<file path="config.mk">
export PLATFORM = sky130hd
export DESIGN_NAME = operand_stage
export DESIGN_NICKNAME = d
export VERILOG_FILES = /design/src/rtl/operand_stage.sv
export SDC_FILE = /design/constraint.sdc
export NUM_CORES = 1
export LEC_CHECK = 0
export ABC_AREA = 1
export ABC_CLOCK_PERIOD_IN_PS = 7600
export CORE_MARGIN = 1
export CORE_UTILIZATION = 48
export CTS_CLUSTER_DIAMETER = 30
export CTS_CLUSTER_SIZE = 28
export DETAILED_ROUTE_END_ITERATION = 7
export PLACE_DENSITY = 0.88
export SYNTH_ARGS = -nofsm -noshare
export SYNTH_HDL_FRONTEND = slang
export SYNTH_SLANG_ARGS = --single-unit
</file>
<file path="constraint.sdc">
create_clock -name Clk -period 7.6 [get_ports Clk]
set_input_delay 2.28 -clock Clk [delete_from_list [all_inputs] [get_ports Clk]]
set_output_delay 2.28 -clock Clk [all_outputs]
set_load 0.005 [all_outputs]
</file>
<file path="src/rtl/operand_stage.sv">
// Decode-to-execute operand stage: register-file read, EX/MEM and MEM/WB forwarding,
// load/ALU-use hazard detection with stall, flush bubbles and a saturating stall counter.
module operand_stage #(
  parameter int unsigned REG_WIDTH = 32,
  parameter int unsigned MUX_CNTRL = 5,
  parameter int unsigned CTRL_W    = 8
) (
  input  logic                 Clk,
  input  logic                 Reset,
  input  logic                 IdValid,
  input  logic [MUX_CNTRL-1:0] IdSrcA,
  input  logic [MUX_CNTRL-1:0] IdSrcB,
  input  logic                 IdUsesB,
  input  logic [MUX_CNTRL-1:0] IdDest,
  input  logic                 IdRegWrite,
  input  logic                 IdMemRead,
  input  logic [REG_WIDTH-1:0] IdImm,
  input  logic [CTRL_W-1:0]    IdCtrl,
  output logic [MUX_CNTRL-1:0] RfSrcA,
  output logic [MUX_CNTRL-1:0] RfSrcB,
  input  logic [REG_WIDTH-1:0] RfDataA,
  input  logic [REG_WIDTH-1:0] RfDataB,
  input  logic                 ExMemRegWrite,
  input  logic                 ExMemMemRead,
  input  logic [MUX_CNTRL-1:0] ExMemDest,
  input  logic [REG_WIDTH-1:0] ExMemResult,
  input  logic                 MemWbRegWrite,
  input  logic [MUX_CNTRL-1:0] MemWbDest,
  input  logic [REG_WIDTH-1:0] MemWbData,
  input  logic                 Flush,
  output logic                 Stall,
  output logic                 ExValid,
  output logic                 ExRegWrite,
  output logic                 ExMemRead,
  output logic [MUX_CNTRL-1:0] ExDest,
  output logic [REG_WIDTH-1:0] ExOpA,
  output logic [REG_WIDTH-1:0] ExOpB,
  output logic [REG_WIDTH-1:0] ExImm,
  output logic [CTRL_W-1:0]    ExCtrl,
  output logic [15:0]          StallCount
);

  localparam int unsigned CNT_W = 16;
  localparam logic [CNT_W-1:0] CNT_MAX = '1;

  logic                 ex_valid_q, ex_valid_d;
  logic                 ex_reg_write_q, ex_reg_write_d;
  logic                 ex_mem_read_q, ex_mem_read_d;
  logic [MUX_CNTRL-1:0] ex_dest_q, ex_dest_d;
  logic [REG_WIDTH-1:0] ex_op_a_q, ex_op_a_d;
  logic [REG_WIDTH-1:0] ex_op_b_q, ex_op_b_d;
  logic [REG_WIDTH-1:0] ex_imm_q, ex_imm_d;
  logic [CTRL_W-1:0]    ex_ctrl_q, ex_ctrl_d;
  logic [CNT_W-1:0]     stall_count_q, stall_count_d;
  logic [REG_WIDTH-1:0] op_a, op_b;
  logic                 hazard;

  // Operand select: zero register, then EX/MEM ALU result, then MEM/WB, then register file.
  function automatic logic [REG_WIDTH-1:0] fwd_sel(
    input logic [MUX_CNTRL-1:0] src,
    input logic [REG_WIDTH-1:0] rf,
    input logic                 xm_rw,
    input logic                 xm_mr,
    input logic [MUX_CNTRL-1:0] xm_dest,
    input logic [REG_WIDTH-1:0] xm_res,
    input logic                 mw_rw,
    input logic [MUX_CNTRL-1:0] mw_dest,
    input logic [REG_WIDTH-1:0] mw_data
  );
    if (src == MUX_CNTRL'(0))                        return '0;
    else if (xm_rw && !xm_mr && (xm_dest == src))    return xm_res;
    else if (mw_rw && (mw_dest == src))              return mw_data;
    else                                             return rf;
  endfunction

  // A source depends on an instruction whose value is not yet forwardable.
  function automatic logic dep(
    input logic [MUX_CNTRL-1:0] src,
    input logic                 ex_v,
    input logic                 ex_rw,
    input logic [MUX_CNTRL-1:0] ex_dest,
    input logic                 xm_rw,
    input logic                 xm_mr,
    input logic [MUX_CNTRL-1:0] xm_dest
  );
    return (src != MUX_CNTRL'(0)) &&
           ((ex_v && ex_rw && (ex_dest == src)) || (xm_rw && xm_mr && (xm_dest == src)));
  endfunction

  assign RfSrcA = IdSrcA;
  assign RfSrcB = IdSrcB;

  always_comb begin
    op_a = fwd_sel(IdSrcA, RfDataA, ExMemRegWrite, ExMemMemRead, ExMemDest, ExMemResult,
                   MemWbRegWrite, MemWbDest, MemWbData);
    op_b = fwd_sel(IdSrcB, RfDataB, ExMemRegWrite, ExMemMemRead, ExMemDest, ExMemResult,
                   MemWbRegWrite, MemWbDest, MemWbData);
    hazard = IdValid &&
             (dep(IdSrcA, ex_valid_q, ex_reg_write_q, ex_dest_q,
                  ExMemRegWrite, ExMemMemRead, ExMemDest) ||
              (IdUsesB && dep(IdSrcB, ex_valid_q, ex_reg_write_q, ex_dest_q,
                              ExMemRegWrite, ExMemMemRead, ExMemDest)));
  end

  assign Stall = hazard && !Flush && !Reset;

  // Next-state: bubble on flush or stall (payload held), otherwise accept decode slot.
  always_comb begin
    ex_valid_d     = ex_valid_q;
    ex_reg_write_d = ex_reg_write_q;
    ex_mem_read_d  = ex_mem_read_q;
    ex_dest_d      = ex_dest_q;
    ex_op_a_d      = ex_op_a_q;
    ex_op_b_d      = ex_op_b_q;
    ex_imm_d       = ex_imm_q;
    ex_ctrl_d      = ex_ctrl_q;
    stall_count_d  = stall_count_q;
    if (Flush || Stall) begin
      ex_valid_d     = 1'b0;
      ex_reg_write_d = 1'b0;
      ex_mem_read_d  = 1'b0;
    end else begin
      ex_valid_d     = IdValid;
      ex_reg_write_d = IdRegWrite && IdValid;
      ex_mem_read_d  = IdMemRead && IdValid;
      ex_dest_d      = IdDest;
      ex_op_a_d      = op_a;
      ex_op_b_d      = op_b;
      ex_imm_d       = IdImm;
      ex_ctrl_d      = IdCtrl;
    end
    if (Stall && (stall_count_q != CNT_MAX)) stall_count_d = stall_count_q + CNT_W'(1);
  end

  always_ff @(posedge Clk) begin
    if (Reset) begin
      ex_valid_q     <= 1'b0;
      ex_reg_write_q <= 1'b0;
      ex_mem_read_q  <= 1'b0;
      ex_dest_q      <= '0;
      ex_op_a_q      <= '0;
      ex_op_b_q      <= '0;
      ex_imm_q       <= '0;
      ex_ctrl_q      <= '0;
      stall_count_q  <= '0;
    end else begin
      ex_valid_q     <= ex_valid_d;
      ex_reg_write_q <= ex_reg_write_d;
      ex_mem_read_q  <= ex_mem_read_d;
      ex_dest_q      <= ex_dest_d;
      ex_op_a_q      <= ex_op_a_d;
      ex_op_b_q      <= ex_op_b_d;
      ex_imm_q       <= ex_imm_d;
      ex_ctrl_q      <= ex_ctrl_d;
      stall_count_q  <= stall_count_d;
    end
  end

  assign ExValid    = ex_valid_q;
  assign ExRegWrite = ex_reg_write_q;
  assign ExMemRead  = ex_mem_read_q;
  assign ExDest     = ex_dest_q;
  assign ExOpA      = ex_op_a_q;
  assign ExOpB      = ex_op_b_q;
  assign ExImm      = ex_imm_q;
  assign ExCtrl     = ex_ctrl_q;
  assign StallCount = stall_count_q;

endmodule
</file>
==> reports/results.txt <==
Critical path startpoint category: primary input
Port Buffer Count: 341
Pre-antenna DRT Iters: 5
Initial antenna violation count: 1
Relative slew slack: 21.69%
Fin crit share: 87.89%
CTS H-tree lvls: 4
Final Instance Area: 12390 um2
Starting Density: 49.16%
Most frequent cells in the layout: nand2_1 (380), clkdlybuf4s50_1 (341), nor2_1 (201), nand3_1 (164), inv_1 (155)
Static leakage: 5.867 nW
DR top layer: met4
Commonest non-fill, non-tap cell in the layout: nand2_1
Final Non-Filler Cells: 1938
DP Area: 11810 um2
# IOs: 342
Die area: 18310 um2
Hold_sp: ExOpB[26]$_SDFFE_PP0N_
Top achievable clock speed: 0.1497 GHz
Pint: 1.443 mW
RSZ-0062 raised after global routing: false
Syn Inst Count: 1435
Syn_nets: 1639
Combinational Power Share: 23.0%
HP Class: flip-flop to flip-flop
R2r startpoint: ExDest[4]$_SDFFE_PP0N_
Yosys cell types: 35
Vias per cell: 5.346
Top FF cell, synth: dfxtp_1
Hold Path Depth: 2
Worst Path Max Fanout: 7
Part of the power in registers: 36.5%
Launch point of the critical path: IdSrcB[1]
Yosys warns: 0
Post-CTS Resized: 0
Clock skew: 0.01693 ns
#FFs+latches synth: 128
Critical path arrival: 4.40 ns
Drt drc: 0
Status: completed
Net Sw Frac: 28.56%
# Max-Cap Violations: 0
Post-synth ARST share: 0%
CTS root buffer: clkbuf_16
Worst-Margin Slew: 1.172 ns
Clk_lat worst skew: 0.43 ns
WL/cell: 16.43 um
Worst-path clk slew: 0.06 ns
Metal2 WL: 15620 um
Area grow syn2layout: 45.18%
Layout cells sized above 1: 4.089%
Post-route setup TNS: 0 ns
Largest area contributor in the netlist: dfxtp_1
Global-route wire length before repair: 49200 um
Pins over their slew limit: 0
Via count: 10360
Cts hold-fix bufs: 0
Iteration-0 DRC Markers: 979
Clock period minus worst slack: 6.680 ns
Antenna viol nets, final: 0
Post-synthesis sequential area ratio: 30.03%
VDD IR max: 0.0001762 V
Largest net degree at the start of global routing: 111
Kind of end point of the critical path: output pin
Hpwl dp: 22650 um
Crit path kind: primary input to output pin
Syn_area_per_cell: 5.946 um2
Grt total ovfl: 0
Synth top area share: 30.03%
Part of the power in the clock network: 40.5%
Vias in the first global route: 9508
Mapped cell area: 8533 um2
Clock Path Buffers: 2
Hold Vio Cnt, Final: 0
Row cnt: 48
Core Footprint: 17360 um2
Largest cells by area after synthesis: dfxtp_1 (30%), nand2_1 (17%), nand3_1 (9.6%)
Total track usage: 34.42%
Dpl cells: 1906
Postcts setup bufs: 0
CTS tree: yes
Final setup viols: 0
Gpl congestion: 0.9674
DRT met1 WL: 12290 um
R2R cell count: 13
Clk sinks: 128
Die outline width: 135.3 um
Num CTS Buffers: 17
Final net count: 1904
Die Ht: 135.3 um
Sw Pwr: 577.1 uW
PD cells: 163.1 nW/um2
EDFF count, synth: 0
Met3 Wirelength: 2551 um
Routed wire length: 31850 um
WP data required: 5.32 ns
layout make-up:
class,count,area [um2]
antenna,1,2.502
clock buffer,17,425.4
clock inverter,14,155.1
fill,1541,4969
inverter,160,606.8
multi-input combinational,1035,4813
sequential,128,2562
tap,225,281.5
timing repair buffer,358,3541
state kept, by name, indices dropped and copies added, names as in the netlist:
| register | flops |
|---|---|
| ExOpB | 32 |
| ExRegWrite | 1 |
| StallCount | 16 |
| ExImm | 32 |
| ExMemRead | 1 |
| ExValid | 1 |
| ExDest | 5 |
| ExCtrl | 8 |
| ExOpA | 32 |
critical path, stage by stage:
cell and delay, ns:
clkdlybuf4s50_1 0.66, inv_1 0.11, nand2_1 0.09, nand2_1 0.06, nor2_1 0.17, nand4_1 0.11
nand2_1 0.07, nand2_1 0.07, nand2_2 0.14, nand2_4 0.08, inv_2 0.06, clkdlybuf4s50_1 0.49
metrics by stage:
step                utilization, %  setup slack, ns  total power [mW]  hold WS [ns]
detailed placement           68.01           0.9472             1.208        0.4662
global route                 71.37           0.8324             2.102        0.4946
floorplan                        -            1.942            0.9501        0.4755
finish                       71.37           0.9203             2.021        0.4787
global placement             68.01           0.9444             1.204        0.4584
CTS                          71.36           0.9357             2.024        0.4811
Yosys cell counts (9+ instances only):
| master | count |
|---|---|
| nand2_1 | 381 |
| nor2_1 | 203 |
| nand3_1 | 164 |
| inv_1 | 156 |
| dfxtp_1 | 128 |
| a21oi_1 | 96 |
| nand4_1 | 65 |
| nand3b_1 | 56 |
| clkbuf_1 | 41 |
| buf_2 | 33 |
| o21ai_0 | 26 |
| buf_4 | 21 |
| buf_1 | 12 |
| o21ai_1 | 9 |
layer usage:
layer	GRT usage (%)	up-vias
li1	-	5107
met1	39.61	4655
met2	60.17	507
met3	7.033	91
met4	17.42	0
met5	0	-
final timing paths:
path,endpoint,slack [ns]
hold reg to reg,ExOpB[26]$_SDFFE_PP0N_,0.48
hold / removal,ExOpB[26]$_SDFFE_PP0N_,0.48
setup / recovery,Stall,0.92
setup reg to reg,ExImm[21]$_SDFFE_PP0N_,4.31
power groups by stage:
stage          Clock, mW  Combinational (mW)  Sequential [mW]
2_1_floorplan          0               0.196            0.754
3_5_place_dp           0               0.457            0.751
4_1_cts            0.826               0.461            0.738
5_1_grt            0.854               0.505            0.743
6_report           0.818               0.464            0.738
3_3_place_gp           0               0.454            0.750
cells by family (layout without fill, tap and decap cells):
family	Yosys count	count (layout)	synth area share, %
AOI/OAI and AO/OA	136	136	8.123
xor gates and xnor gates	10	10	1.026
adders and majority gates	1	1	0.1466
buffers and inverters	272	549	13.77
DFF	128	128	30.03
other	0	1	0
and+or+nand+nor	888	888	46.91
Power figures use the tool's default switching activity.
